--- config.mk ---
export PLATFORM = sky130hd
export DESIGN_NAME = regfile_exec
export DESIGN_NICKNAME = d
export VERILOG_FILES = /design/src/rtl/regfile_exec.sv
export SDC_FILE = /design/constraint.sdc
export NUM_CORES = 1
export LEC_CHECK = 0
export CAP_MARGIN = 20
export CORE_ASPECT_RATIO = 0.7
export CORE_MARGIN = 3
export CORE_UTILIZATION = 23
export CTS_CLUSTER_DIAMETER = 150
export DETAILED_ROUTE_END_ITERATION = 10
export GPL_TIMING_DRIVEN = 0
export PLACE_DENSITY = 0.48
export SLEW_MARGIN = 10
export SYNTH_ARGS = -nofsm -noshare
export SYNTH_HDL_FRONTEND = slang
export SYNTH_SLANG_ARGS = --single-unit
--- constraint.sdc ---
create_clock -name clk -period 7 [get_ports clk]
set_input_delay 0.7 -clock clk [delete_from_list [all_inputs] [get_ports clk]]
set_output_delay 0.7 -clock clk [all_outputs]
set_load 0.005 [all_outputs]
--- src/rtl/regfile_exec.sv ---
// Execute/write-back stage: 8-entry register file, ALU, and a 4-state sequencer
// (IDLE -> READ -> EXEC -> WB) that pulses DONE on each register write-back.
module regfile_exec #(
    parameter int unsigned DATA_W = 8
) (
    input  logic              clk,
    input  logic              rst,
    input  logic              START,
    input  logic [2:0]        SRC_REG1,
    input  logic [2:0]        SRC_REG2,
    input  logic [3:0]        CMD,
    input  logic [2:0]        DEST_REG,
    input  logic              LD_EN,
    input  logic [2:0]        LD_ADDR,
    input  logic [DATA_W-1:0] LD_DATA,
    input  logic [2:0]        DBG_ADDR,
    output logic [DATA_W-1:0] DBG_DATA,
    output logic [DATA_W-1:0] RESULT,
    output logic              ZERO,
    output logic              CARRY,
    output logic              BUSY,
    output logic              DONE
);

    localparam int unsigned RF_DEPTH = 8;
    localparam int unsigned ADDR_W   = 3;
    localparam int unsigned CMD_W    = 4;
    localparam int unsigned SUM_W    = DATA_W + 1;

    localparam logic [CMD_W-1:0] OP_ADD  = 4'h0;
    localparam logic [CMD_W-1:0] OP_SUB  = 4'h1;
    localparam logic [CMD_W-1:0] OP_AND  = 4'h2;
    localparam logic [CMD_W-1:0] OP_OR   = 4'h3;
    localparam logic [CMD_W-1:0] OP_XOR  = 4'h4;
    localparam logic [CMD_W-1:0] OP_NOTA = 4'h5;
    localparam logic [CMD_W-1:0] OP_SHL  = 4'h6;
    localparam logic [CMD_W-1:0] OP_ASR  = 4'h7;
    localparam logic [CMD_W-1:0] OP_MOVA = 4'h8;
    localparam logic [CMD_W-1:0] OP_NOR  = 4'h9;
    localparam logic [CMD_W-1:0] OP_INC  = 4'hA;
    localparam logic [CMD_W-1:0] OP_DEC  = 4'hB;
    localparam logic [CMD_W-1:0] OP_MOVB = 4'hC;
    localparam logic [CMD_W-1:0] OP_SLT  = 4'hD;
    localparam logic [CMD_W-1:0] OP_LSR  = 4'hE;
    localparam logic [CMD_W-1:0] OP_NAND = 4'hF;

    typedef enum logic [1:0] {
        S_IDLE = 2'd0,
        S_READ = 2'd1,
        S_EXEC = 2'd2,
        S_WB   = 2'd3
    } state_e;

    state_e              state_q,  state_d;
    logic [ADDR_W-1:0]   src1_q,   src1_d;
    logic [ADDR_W-1:0]   src2_q,   src2_d;
    logic [ADDR_W-1:0]   dest_q,   dest_d;
    logic [CMD_W-1:0]    cmd_q,    cmd_d;
    logic [DATA_W-1:0]   a_q,      a_d;
    logic [DATA_W-1:0]   b_q,      b_d;
    logic [DATA_W-1:0]   result_q, result_d;
    logic                zero_q,   zero_d;
    logic                carry_q,  carry_d;
    logic                busy_q,   busy_d;
    logic                done_q,   done_d;
    logic [DATA_W-1:0]   rf_q [RF_DEPTH];
    logic [DATA_W-1:0]   rf_d [RF_DEPTH];

    logic [DATA_W-1:0]   alu_res;
    logic                alu_carry;

    // ALU on the operands latched in READ; carry doubles as borrow for SUB/DEC
    always_comb begin
        alu_res   = '0;
        alu_carry = 1'b0;
        case (cmd_q)
            OP_ADD:  {alu_carry, alu_res} = SUM_W'(a_q) + SUM_W'(b_q);
            OP_SUB:  begin
                alu_res   = a_q - b_q;
                alu_carry = (a_q < b_q);
            end
            OP_AND:  alu_res = a_q & b_q;
            OP_OR:   alu_res = a_q | b_q;
            OP_XOR:  alu_res = a_q ^ b_q;
            OP_NOTA: alu_res = ~a_q;
            OP_SHL:  alu_res = {a_q[DATA_W-2:0], 1'b0};
            OP_ASR:  alu_res = {a_q[DATA_W-1], a_q[DATA_W-1:1]};
            OP_MOVA: alu_res = a_q;
            OP_NOR:  alu_res = ~(a_q | b_q);
            OP_INC:  {alu_carry, alu_res} = SUM_W'(a_q) + SUM_W'(1);
            OP_DEC:  begin
                alu_res   = a_q - DATA_W'(1);
                alu_carry = (a_q == '0);
            end
            OP_MOVB: alu_res = b_q;
            OP_SLT:  alu_res = DATA_W'($signed(a_q) < $signed(b_q));
            OP_LSR:  alu_res = {1'b0, a_q[DATA_W-1:1]};
            OP_NAND: alu_res = ~(a_q & b_q);
        endcase
    end

    // Sequencer next-state, register-file write and output flag updates
    always_comb begin
        state_d  = state_q;
        src1_d   = src1_q;
        src2_d   = src2_q;
        dest_d   = dest_q;
        cmd_d    = cmd_q;
        a_d      = a_q;
        b_d      = b_q;
        result_d = result_q;
        zero_d   = zero_q;
        carry_d  = carry_q;
        busy_d   = busy_q;
        done_d   = 1'b0;
        rf_d     = rf_q;
        case (state_q)
            S_IDLE: begin
                if (LD_EN) begin
                    rf_d[LD_ADDR] = LD_DATA;
                end
                if (START) begin
                    src1_d  = SRC_REG1;
                    src2_d  = SRC_REG2;
                    cmd_d   = CMD;
                    dest_d  = DEST_REG;
                    busy_d  = 1'b1;
                    state_d = S_READ;
                end
            end
            S_READ: begin
                a_d     = rf_q[src1_q];
                b_d     = rf_q[src2_q];
                state_d = S_EXEC;
            end
            S_EXEC: begin
                result_d = alu_res;
                zero_d   = (alu_res == '0);
                carry_d  = alu_carry;
                state_d  = S_WB;
            end
            S_WB: begin
                rf_d[dest_q] = result_q;
                done_d       = 1'b1;
                busy_d       = 1'b0;
                state_d      = S_IDLE;
            end
        endcase
    end

    // State and datapath registers; reset abandons any in-flight write-back
    always_ff @(posedge clk) begin
        if (rst) begin
            state_q  <= S_IDLE;
            src1_q   <= '0;
            src2_q   <= '0;
            dest_q   <= '0;
            cmd_q    <= '0;
            a_q      <= '0;
            b_q      <= '0;
            result_q <= '0;
            zero_q   <= 1'b0;
            carry_q  <= 1'b0;
            busy_q   <= 1'b0;
            done_q   <= 1'b0;
            rf_q     <= '{default: '0};
        end else begin
            state_q  <= state_d;
            src1_q   <= src1_d;
            src2_q   <= src2_d;
            dest_q   <= dest_d;
            cmd_q    <= cmd_d;
            a_q      <= a_d;
            b_q      <= b_d;
            result_q <= result_d;
            zero_q   <= zero_d;
            carry_q  <= carry_d;
            busy_q   <= busy_d;
            done_q   <= done_d;
            rf_q     <= rf_d;
        end
    end

    assign DBG_DATA = rf_q[DBG_ADDR];
    assign RESULT   = result_q;
    assign ZERO     = zero_q;
    assign CARRY    = carry_q;
    assign BUSY     = busy_q;
    assign DONE     = done_q;

endmodule

==> results <==
- The run finished with clean final reports.
- The first detailed-routing pass ran for 6 iterations.
- The global placement routability congestion is about 0.96.
- The critical path start-end classification is flip-flop to flip-flop.
- In this run the remaining antenna-violating nets after routing total 0.
- The total routing usage reported by global routing is around 18%.
- The launching point of the worst reg2reg path is a_q[0]$_SDFFE_PP0N_.
- The post-layout instance area is 9710 µm².
- Summed over all layers, the routed wires come to 36.1 mm.
- After detailed routing, the number of remaining DRC violations is 0.
- After synthesis, the share of flip-flops with an asynchronous set or reset is 0%.
- By area the synthesized netlist is led by sky130_fd_sc_hd__dfxtp_1 (26%), sky130_fd_sc_hd__mux4_2 (13%), sky130_fd_sc_hd__nor2_1 (6.6%).
- For the final database, setup skew stands at about 0.0094 ns.
- Synthesis handed over a netlist of 974 instances.
- The worst-case headroom to the max-slew limit is between 20% and 30%.
- Entering global routing, the biggest net connects 18 pins.
- The most common cell in the netlist is sky130_fd_sc_hd__nor2_1.
- The routed design could run at a clock period as short as about 3.8 ns.
- The reg-to-reg setup timing slack is 3.19 ns.
- The critical register-to-register path endpoint is RESULT[6]$_SDFFE_PP0P_.
- The average wire per cell in the routed design is around 24 µm.
- The number of clock buffers added by TritonCTS is 9.
- The via count of the first global-routing pass is 7684.
- The worst hold slack is between 0.4 and 0.5 ns.
- The number of gates resized after cts is 0.
- The largest voltage drop on the vdd net is around 0.14 mV.
- The count of buffers inserted at the top-level ports is 43.
- The area fraction of the dominant cell type after synthesis is approximately a quarter.
- The capturing element type of the critical path is a flip-flop.
- The critical path required time is around 7.3 ns.
- The final clock period utilization by the worst path is approximately 54%.
- Setup violations remaining at the end of the flow were counted as 0.
- The total number of vias is ~8400.
- The core outline area is between 30000 and 40000 µm².
- The initialized floorplan defines 57 standard-cell rows.
- In this run the number of H-tree levels came out at 3.
- The total negative slack is 0 ns.
- The top-level I/O count is between 50 and 60.
- The number of hold violations in the final report is 0.
- Along the worst hold path, the cell count comes to 2.
- The worst hold path terminates at CARRY$_SDFFE_PP0P_.
- Relative to the synthesized area, the layout overhead comes to 15.9%.
- In the routed layout, each cell is associated on average with a via count of 5.60.
- The first global-routing pass estimated around 52 mm of wire.
- In this run, post-CTS hold repair placed 0 buffers.
- The synthesized netlist occupies a cell area of approximately 8400 µm².
- For this block, the initial DRC count from the detailed router was 1319.
- Of the cells placed in the final design, the portion with a size suffix greater than 1 is about 12%.
- In this run the power density over the cells is 333 nW/µm².
- Summing all multi-input logic gate instances after layout gives around 5600 µm².
- Measured along the x axis, the die boundary spans roughly 230 µm.
- The sequential standard cell area is 2140 µm².
- The critical path arrival is between 4 and 5 ns.
- After synthesis, the most frequently instantiated cells are sky130_fd_sc_hd__nor2_1 (147), sky130_fd_sc_hd__dfxtp_1 (107), sky130_fd_sc_hd__nand2_1 (63).
- In this run, synthesis inferred 0 flip-flops with an integrated enable.
- For the pin with the worst max-slew slack, the measured transition is 1.07 ns.
- The most used flip-flop cell after synthesis is sky130_fd_sc_hd__dfxtp_1.
- The sequential-to-total area share from yosys stat is approximately a quarter.
- sky130_fd_sc_hd__dfxtp_1 takes more of the synthesized area than any other cell.
- The clock edge transition at the registers on the reported setup and hold paths is 0.07 ns.
- The overall overflow remaining after global route is 0.
- Synthesis inferred 107 register bits.
- The post-synthesis average cell area is roughly 8.6 µm².
- The overall die area is 38800 µm².
- The min-delay analysis places its worst path in the category flip-flop to flip-flop.
- The die height is 166 µm.
- The worst hold path begins at CARRY$_SDFFE_PP0P_.
- The sink count of the clock tree is 107.
- The post-synth net total is slightly above 1000.
- The total cell area at the placement stage is around 9400 µm².
- The leakage power is 0.00312 µW.
- The clock latency on the worst-skew pair is around 0.37 ns.
- CTS placed an instance of sky130_fd_sc_hd__clkbuf_16 at the clock tree root.
- The initial cell density of the core is about a quarter.
- The type of element launching the critical path is a flip-flop.
- The maximum fanout along the worst path is 10.
- No sink is reached through more buffers than the 2 on the longest clock path.
- Setup repair after global routing left no endpoint under its margin.
- After clock tree synthesis, the setup repair step added 0 buffers.
- The initial antenna violation count came to 0.
- Synthesis instantiated 79 different standard cells from the library.
- The HPWL after detailed placement is roughly 28 mm.
- The number of max-slew violations in the final report is 0.
- The peak clock frequency supported by timing is between 0.2 and 0.3 GHz.
- The filler cell count in the final layout is between 3000 and 4000.
- The net count of the finished layout is roughly 1100.
- Counting cells, the worst reg-to-reg path comes to 11.
- The CTS tree is built.
- The repair_antennas step left the layout with diodes totalling 0.
- For this run, the number of Yosys warnings is 0.
- Across the run, the number of max-cap violations was 0.
==> metrics by stage <==
stage	power [µW]	util [%]	setup WS, ns	std cells
2_1_floorplan	2000	-	4.09	974
3_3_place_gp	2630	26.6	3.22	1489
3_5_place_dp	2630	26.6	3.25	1489
4_1_cts	3190	27.5	3.24	1505
5_1_grt	3410	27.5	3.08	1505
6_report	3240	27.5	3.19	1505
==> per-layer routing <==
layer	GRT usage [%]	vias up	wire, µm
met3	7.45	23	4840
met5	0	-	0
met1	29.8	4161	17900
li1	-	3776	-
met2	22.0	468	13100
met4	2.31	0	272
==> cells by family (layout without fill, tap and decap cells) <==
| group | count (synthesis) | count (layout) | synth area share, % |
|---|---|---|---|
| xor+xnor | 11 | 11 | 1.15 |
| flops | 107 | 107 | 25.6 |
| fa+ha+maj | 32 | 32 | 4.96 |
| compound gates | 284 | 284 | 24.0 |
| mux | 91 | 91 | 18.2 |
| buf+inv | 130 | 189 | 7.31 |
| simple gates | 319 | 319 | 18.8 |
==> critical path, cell delays in order, from the launching register on <==
cell and delay (ns):
sky130_fd_sc_hd__dfxtp_1 0.66, sky130_fd_sc_hd__inv_1 0.19, sky130_fd_sc_hd__ha_1 0.32, sky130_fd_sc_hd__fa_1 0.42, sky130_fd_sc_hd__or2_0 0.27, sky130_fd_sc_hd__a221oi_1 0.44, sky130_fd_sc_hd__o21ai_0 0.12, sky130_fd_sc_hd__nor2b_1 0.15
sky130_fd_sc_hd__nor3b_1 0.13, sky130_fd_sc_hd__nor4_1 0.63, sky130_fd_sc_hd__mux2i_1 0.26, sky130_fd_sc_hd__nor2_1 0.15
==> flip-flops by register name, indices dropped and copies added (netlist names) <==
register,cells
BUSY,1
CARRY,1
DONE,1
RESULT,8
ZERO,1
a_q,8
b_q,8
cmd_q,4
dest_q,3
rf_q,64
src1_q,3
src2_q,3
state_q,2
==> report_power, final <==
group / switching (µW) / leakage (µW) / internal (µW)
logic: 1170 / 0.00209 / 662
registers: 137 / 0.000870 / 712
clock network: 255 / 0.000154 / 301
==> worst max-delay path by stage <==
stage,startpoint,end,slack (ns),cells after the start
after floorplan,DBG_ADDR[0],DBG_DATA[0],4.09,4
after global placement,DBG_ADDR[0],DBG_DATA[5],3.22,5
after detailed placement,DBG_ADDR[0],DBG_DATA[5],3.25,5
after CTS,DBG_ADDR[0],DBG_DATA[7],3.24,5
after global routing,a_q[0]$_SDFFE_PP0N_,RESULT[6]$_SDFFE_PP0P_,3.08,11
final,a_q[0]$_SDFFE_PP0N_,RESULT[6]$_SDFFE_PP0P_,3.19,11
==> placed cells by master (no fill, tap or decap), drive strengths merged, types with 34 or more instances in the layout <==
cell type	count
mux4	48
a211oi	59
dfxtp	107
a32oi	34
buf	51
clkdlybuf4s50	43
a21oi	60
nand2	63
clkbuf	53
inv	38
nor2	147
==> final cells by class <==
class | instances | area share [%]
multi-input combinational | 737 | 57.9
inverter | 37 | 1.43
buffer | 93 | 4.87
sequential | 107 | 22.1
clock buffer | 12 | 2.64
clock inverter | 4 | 0.580
tap | 472 | 6.08
timing repair buffer | 43 | 4.43
No activity file was read; power rests on OpenSTA's default activity.
